[config.mk]
export PLATFORM = sky130hd
export DESIGN_NAME = periph_bus
export DESIGN_NICKNAME = d
export VERILOG_FILES = /design/src/rtl/periph_pkg.sv /design/src/rtl/periph_timer.sv /design/src/rtl/periph_bus.sv
export SDC_FILE = /design/constraint.sdc
export NUM_CORES = 1
export LEC_CHECK = 0
export BUFFER_PORTS_ARGS = -buffer_cell sky130_fd_sc_hd__buf_2
export CAP_MARGIN = 20
export CORE_MARGIN = 1.5
export CORE_UTILIZATION = 33
export DETAILED_ROUTE_END_ITERATION = 10
export PLACE_DENSITY = 0.63
export SLEW_MARGIN = 5
export SYNTH_ARGS = -nofsm -noshare
export SYNTH_HDL_FRONTEND = slang
export SYNTH_SLANG_ARGS = --single-unit
export TNS_END_PERCENT = 10
[constraint.sdc]
create_clock -name clk -period 6.2 [get_ports clk]
set_input_delay 0.31 -clock clk [delete_from_list [all_inputs] [get_ports clk]]
set_output_delay 0.31 -clock clk [all_outputs]
set_load 0.01 [all_outputs]
[src/rtl/periph_pkg.sv]
// -----------------------------------------------------------------------------
// periph_pkg
// Shared constants for the memory-mapped peripheral block:
//   - default base address of the 32-byte peripheral window
//   - register byte offsets and the matching word indices (offset[4:2])
//   - TCON bit positions
// Optional feature macro used by the block: PERIPH_SYSTICK_EN.
// -----------------------------------------------------------------------------
package periph_pkg;

  localparam logic [31:0] DEFAULT_BASE_ADDR = 32'h4000_0000;

  // Byte offsets inside the window
  localparam logic [4:0] OFF_TH      = 5'h00;
  localparam logic [4:0] OFF_TL      = 5'h04;
  localparam logic [4:0] OFF_TCON    = 5'h08;
  localparam logic [4:0] OFF_LEDS    = 5'h0C;
  localparam logic [4:0] OFF_DIGITS  = 5'h10;
  localparam logic [4:0] OFF_SYSTICK = 5'h14;

  // Word indices used by the decoder (byte lane bits [1:0] are ignored)
  localparam logic [2:0] IDX_TH      = OFF_TH[4:2];
  localparam logic [2:0] IDX_TL      = OFF_TL[4:2];
  localparam logic [2:0] IDX_TCON    = OFF_TCON[4:2];
  localparam logic [2:0] IDX_LEDS    = OFF_LEDS[4:2];
  localparam logic [2:0] IDX_DIGITS  = OFF_DIGITS[4:2];
  localparam logic [2:0] IDX_SYSTICK = OFF_SYSTICK[4:2];

  // TCON bit positions
  localparam int TCON_EN = 0;
  localparam int TCON_IE = 1;
  localparam int TCON_IS = 2;

endpackage

[src/rtl/periph_timer.sv]
// -----------------------------------------------------------------------------
// periph_timer
// Programmable reload timer: TH (reload value), TL (counter), TCON (control).
// When enabled TL counts up each cycle; on TL == all-ones it reloads from TH
// and, if interrupts are enabled, latches the sticky interrupt status bit.
//
// Ports:
//   clk        input   system clock
//   reset      input   asynchronous active-high reset
//   i_we_th    input   CPU write strobe for TH
//   i_we_tl    input   CPU write strobe for TL
//   i_we_tcon  input   CPU write strobe for TCON
//   i_wdata    input   [31:0] CPU store data
//   o_th       output  [31:0] TH register
//   o_tl       output  [31:0] TL register
//   o_tcon     output  [2:0]  TCON register (IS, IE, EN)
//   o_irq      output  interrupt request (TCON status bit)
// -----------------------------------------------------------------------------
module periph_timer
  import periph_pkg::*;
(
  input  logic        clk,
  input  logic        reset,
  input  logic        i_we_th,
  input  logic        i_we_tl,
  input  logic        i_we_tcon,
  input  logic [31:0] i_wdata,
  output logic [31:0] o_th,
  output logic [31:0] o_tl,
  output logic [2:0]  o_tcon,
  output logic        o_irq
);

  logic [31:0] r_th;
  logic [31:0] r_tl;
  logic [2:0]  r_tcon;

  logic        w_run;
  logic        w_wrap;
  logic        w_set_is;
  logic [31:0] w_tl_next;

  assign w_run    = r_tcon[TCON_EN];
  assign w_wrap   = w_run && (r_tl == 32'hFFFF_FFFF);
  assign w_set_is = w_wrap && r_tcon[TCON_IE];

  // Free-running next value of TL: reload from the current (old) TH on wrap
  always_comb begin
    w_tl_next = r_tl;
    if (w_wrap) begin
      w_tl_next = r_th;
    end else if (w_run) begin
      w_tl_next = r_tl + 32'd1;
    end else begin
      w_tl_next = r_tl;
    end
  end

  // Timer registers; CPU writes override counting, but an overflow set of the
  // status bit is merged into a same-cycle TCON write so it is never lost
  always_ff @(posedge clk or posedge reset) begin
    if (reset) begin
      r_th   <= 32'd0;
      r_tl   <= 32'd0;
      r_tcon <= 3'd0;
    end else begin
      if (i_we_th) begin
        r_th <= i_wdata;
      end

      if (i_we_tl) begin
        r_tl <= i_wdata;
      end else begin
        r_tl <= w_tl_next;
      end

      if (i_we_tcon) begin
        r_tcon <= {i_wdata[TCON_IS] | w_set_is, i_wdata[TCON_IE], i_wdata[TCON_EN]};
      end else if (w_set_is) begin
        r_tcon[TCON_IS] <= 1'b1;
      end
    end
  end

  assign o_th   = r_th;
  assign o_tl   = r_tl;
  assign o_tcon = r_tcon;
  assign o_irq  = r_tcon[TCON_IS];

endmodule

[src/rtl/periph_bus.sv]
// -----------------------------------------------------------------------------
// periph_bus
// Memory-mapped peripheral block on the CPU data bus. Decodes a 32-byte
// window at BASE_ADDR, returns read data combinationally and commits writes
// on the rising clock edge.
//   0x00 TH, 0x04 TL, 0x08 TCON (timer, in periph_timer)
//   0x0C LEDS [7:0], 0x10 DIGITS [11:0], 0x14 SYSTICK (read-only)
//   0x18, 0x1C reserved (read 0, writes ignored)
//
// Optional feature: define PERIPH_SYSTICK_EN to build the free-running
// SYSTICK counter; otherwise offset 0x14 reads 0 and no counter exists.
//
// Parameters:
//   BASE_ADDR          window base, must be 32-byte aligned
// Ports:
//   clk                input   system clock
//   reset              input   asynchronous active-high reset
//   MemRead            input   bus read strobe
//   MemWrite           input   bus write strobe
//   MemBus_Address     input   [31:0] byte address
//   MemBus_Write_Data  input   [31:0] store data
//   Device_Read_Data   output  [31:0] read data (0 when not reading this window)
//   irq                output  timer interrupt request (TCON[2])
//   leds               output  [7:0]  LED register
//   digits             output  [11:0] seven-segment drive (anodes, segments)
// -----------------------------------------------------------------------------
module periph_bus
  import periph_pkg::*;
#(
  parameter logic [31:0] BASE_ADDR = DEFAULT_BASE_ADDR
) (
  input  logic        clk,
  input  logic        reset,
  input  logic        MemRead,
  input  logic        MemWrite,
  input  logic [31:0] MemBus_Address,
  input  logic [31:0] MemBus_Write_Data,
  output logic [31:0] Device_Read_Data,
  output logic        irq,
  output logic [7:0]  leds,
  output logic [11:0] digits
);

  logic        w_hit;
  logic [2:0]  w_idx;
  logic        w_wr;
  logic        w_we_th;
  logic        w_we_tl;
  logic        w_we_tcon;
  logic [31:0] w_th;
  logic [31:0] w_tl;
  logic [2:0]  w_tcon;
  logic [31:0] w_systick;
  logic [31:0] w_rd_sel;
  logic        w_unused_addr;

  logic [7:0]  r_leds;
  logic [11:0] r_digits;

  // Byte-lane bits carry no meaning for word registers
  assign w_unused_addr = ^MemBus_Address[1:0];

  assign w_hit     = (MemBus_Address[31:5] == BASE_ADDR[31:5]);
  assign w_idx     = MemBus_Address[4:2];
  assign w_wr      = MemWrite && w_hit;
  assign w_we_th   = w_wr && (w_idx == IDX_TH);
  assign w_we_tl   = w_wr && (w_idx == IDX_TL);
  assign w_we_tcon = w_wr && (w_idx == IDX_TCON);

  periph_timer u_timer (
    .clk       (clk),
    .reset     (reset),
    .i_we_th   (w_we_th),
    .i_we_tl   (w_we_tl),
    .i_we_tcon (w_we_tcon),
    .i_wdata   (MemBus_Write_Data),
    .o_th      (w_th),
    .o_tl      (w_tl),
    .o_tcon    (w_tcon),
    .o_irq     (irq)
  );

  // LED and seven-segment registers keep only their implemented bits
  always_ff @(posedge clk or posedge reset) begin
    if (reset) begin
      r_leds   <= 8'd0;
      r_digits <= 12'd0;
    end else begin
      if (w_wr && (w_idx == IDX_LEDS)) begin
        r_leds <= MemBus_Write_Data[7:0];
      end
      if (w_wr && (w_idx == IDX_DIGITS)) begin
        r_digits <= MemBus_Write_Data[11:0];
      end
    end
  end

`ifdef PERIPH_SYSTICK_EN
  logic [31:0] r_systick;

  // Free-running cycle counter, wraps naturally; CPU writes are ignored
  always_ff @(posedge clk or posedge reset) begin
    if (reset) begin
      r_systick <= 32'd0;
    end else begin
      r_systick <= r_systick + 32'd1;
    end
  end

  assign w_systick = r_systick;
`else
  assign w_systick = 32'd0;
`endif

  // Register select, zero-extended; reserved slots return 0
  always_comb begin
    w_rd_sel = 32'd0;
    case (w_idx)
      IDX_TH:      w_rd_sel = w_th;
      IDX_TL:      w_rd_sel = w_tl;
      IDX_TCON:    w_rd_sel = {29'd0, w_tcon};
      IDX_LEDS:    w_rd_sel = {24'd0, r_leds};
      IDX_DIGITS:  w_rd_sel = {20'd0, r_digits};
      IDX_SYSTICK: w_rd_sel = w_systick;
      default:     w_rd_sel = 32'd0;
    endcase
  end

  // Drive the shared read bus only for our own window so it can be OR'd
  // with other devices' read data
  assign Device_Read_Data = (MemRead && w_hit) ? w_rd_sel : 32'd0;
  assign leds             = r_leds;
  assign digits           = r_digits;

endmodule

==> metrics.csv <==
metric;value;unit
fin. max-slew vios;0;
leakage power total;2.82;nW
synthesized flop and latch total;87;
dpl cells;826;
post-synthesis compound-gate area fraction;15.4;%
Seq/Total Area, Yosys;42.6;%
DP HPWL;10600;um
period utilization;50.2;%
IO Pins;121;
Most used DFF post-synth;dfrtp_1;
CP Depth;6;
post-DR wirelength/cell;18.4;um
critical-path cell list;nand4_1, nor3_1, and4_1, nand3_1, o221ai_1, a21oi_1;
Post-synth EDFFs;0;
WHS Path Cells;3;
placer congestion estimate;0.852;
WL final;15500;um
max_slew headroom;36.4;%
met3 Usage GRT;4.10;%
Antenna Violating Nets Remaining;0;
die height;127;um
Max-Cap Viols;0;
critical path arrival;3320;ps
reg2reg path depth;6;
Synth Area in XOR/XNOR;3.06;%
die width;127;um
Worst Path Max Fanout;14;
Ys Warns;0;
synthesized area;5110;sq um
initial antenna violation count;1;
min-delay worst type;in -> reg;
RSZ-0062 raised after global routing;no;
Yosys top cell by area;dfrtp_1;
TritonCTS Buffers;9;
clk_skew;10.3;ps
Post-Syn Nets;614;
worst-case vdd ir drop;0.000145;V
setup tns final;0;ps
CP endpoint kind;flop;
vias in the first global route;4698;
All-Layer GR Usage;19.6;%
Area contributors post-synth;dfrtp_1 43%, mux2_2 12%, nor2_1 4.8%, a22oi_1 3.8%, nand2_1 3.7%;
TritonCTS clock tree;built;
row cnt;45;
Max H-tree Level;3;
Area growth syn-to-layout;20.9;%
clock transition at the registers of the reported paths;60;ps
Synth Area in Simple Gates;21.1;%
PostCTS Resize Cnt;0;
Final Hold Viols;0;
Clock Tree Buf Depth;2;
run status;completed;
met2 GRT Util;33.3;%
DR pass1 iterations;5;
Syn Inst Count;545;
Syn Area/Cell;9.37;sq um
root buffer cell;clkbuf_16;
post-synth top area share;42.6;%
Initial Utilization;33.7;%
die area;16200;sq um
vias per cell;5.61;
routing usage on met1;24.7;%
CP max-delay cell;and4_1;
family with the most delay on the worst path;simple AND/OR/NAND/NOR gates;
most frequent cell after synthesis;dfrtp_1;
post-route insts no fill;844;
Clock Sinks;87;
Critical Path RT;6410;ps
Setup violations, final;0;
critical path buffer and inverter count;0;
post-synth cell types;49;
largest net degree at the start of global routing;59;
minimum clock period;3110;ps
worst slew pin tran;951;ps
Top Usage Layer GRT;met2;
Core Box Area;15100;sq um
fraction of layout cells with a size suffix above 1;32.2;%
global-route wire length before repair;24800;um
pwr dens;186;nW/um^2
Final Net Count;719;
FMAX;321;MHz
mux cell area share after synthesis;14.3;%
Synth top cells by count;87 x dfrtp_1, 65 x nor2_1, 56 x mux2_2, 50 x nand2_1, 26 x a22oi_1;
ys async rst share;100;%
Remaining Overflow, GRT;0;
crit path kind;reg -> reg;
Iteration-0 DRC Markers;340;
crit-path max cell delay;730;ps
DRC Markers;0;
DR vias;4737;
largest family of logic cells by synthesized area;simple AND/OR/NAND/NOR gates;
Critical Path Start Type;flop;
Final Total Pwr;0.00115;W
clk_lat worst skew;360;ps
Adder-Cell Fraction of Synth Area;0.245;%
IO buf count;118;
==> metrics by stage <==
step	area (sq um)	setup slack, ps	util [%]	hold slack [ps]
2_1_floorplan	5110	3640	-	425
3_3_place_gp	5880	3210	38.8	372
3_5_place_dp	5880	3190	38.8	367
4_1_cts	6170	3190	40.7	165
5_1_grt	6170	2810	40.8	191
6_report	6170	3090	40.8	177
==> area by class of cell <==
cell class,instances,area (sq um)
antenna,1,2.50
clock buffer,10,229
clock inverter,6,47.5
fill,1525,8970
inverter,5,20.0
multi-input combinational,418,2790
sequential,87,2180
tap,188,235
timing repair buffer,129,676
==> placed cells by master, fill, tap and decap left out, types with 7 or more instances in the layout <==
cell type and n:
o211ai_1 8, a21oi_1 21, or3_1 9, clkbuf_16 9, nor4_1 8, buf_4 10, and4_1 7, buf_2 118
nand4_1 13, a22oi_1 26, mux2i_1 10, o31ai_1 8, nand2_1 50, nor3_1 9, and3_1 8, nor2_1 65
nand3_1 21, a31oi_1 16, nand2b_1 7, mux2_2 56, xor2_1 12, dfrtp_1 87, o21ai_0 18
==> worst reg2reg max path, cell delays in order, from the launching register on <==
cell	delay (ps)
dfrtp_1	480
nand4_1	190
nor3_1	720
and4_1	740
nand3_1	480
o221ai_1	320
a21oi_1	60
==> sequential cells by signal, summed over array words and instances (netlist names) <==
name and cells:
u_timer.o_th 32, u_timer.o_tl 32, digits 12, leds 8, u_timer.o_tcon 3
==> report_power, final <==
part / switching (W) / leakage [nW] / total [W] / internal [W]
Combinational: 0.0000416 / 1.59 / 0.0000657 / 0.0000241
Clock: 0.000240 / 0.133 / 0.000513 / 0.000274
Sequential: 0.0000000982 / 1.09 / 0.000568 / 0.000567
==> repair_timing <==
item                                   4_1_cts  5_1_grt
hold buffers                                 1        0
endpoints found under the hold margin       18        0
buffers inserted                             0        0
==> cell families after synthesis <==
kind of cell	Yosys count
simple gates	215
compound gates	119
flops	87
mux	66
buf+inv	40
xor+xnor	17
fa+ha+maj	1
==> routing by layer <==
layer / vias to the layer above / part of all wire (%)
li1: 2242 / -
met1: 2330 / 44
met2: 146 / 49
met3: 19 / 5.3
met4: 0 / 1.8
met5: - / 0
==> worst paths after layout <==
path                                        from                end  slack [ps]
hold reg to reg                u_timer.o_tcon[1]  u_timer.o_tcon[2]         510
min in group asynchronous                  reset   u_timer.o_th[28]         520
max in group asynchronous                  reset          digits[5]        4540
hold / removal             MemBus_Write_Data[24]   u_timer.o_tl[24]         180
setup / recovery                u_timer.o_tl[24]   u_timer.o_tl[29]        3090
setup reg to reg                u_timer.o_tl[24]   u_timer.o_tl[29]        3090
(Power assumes the default switching activity.)
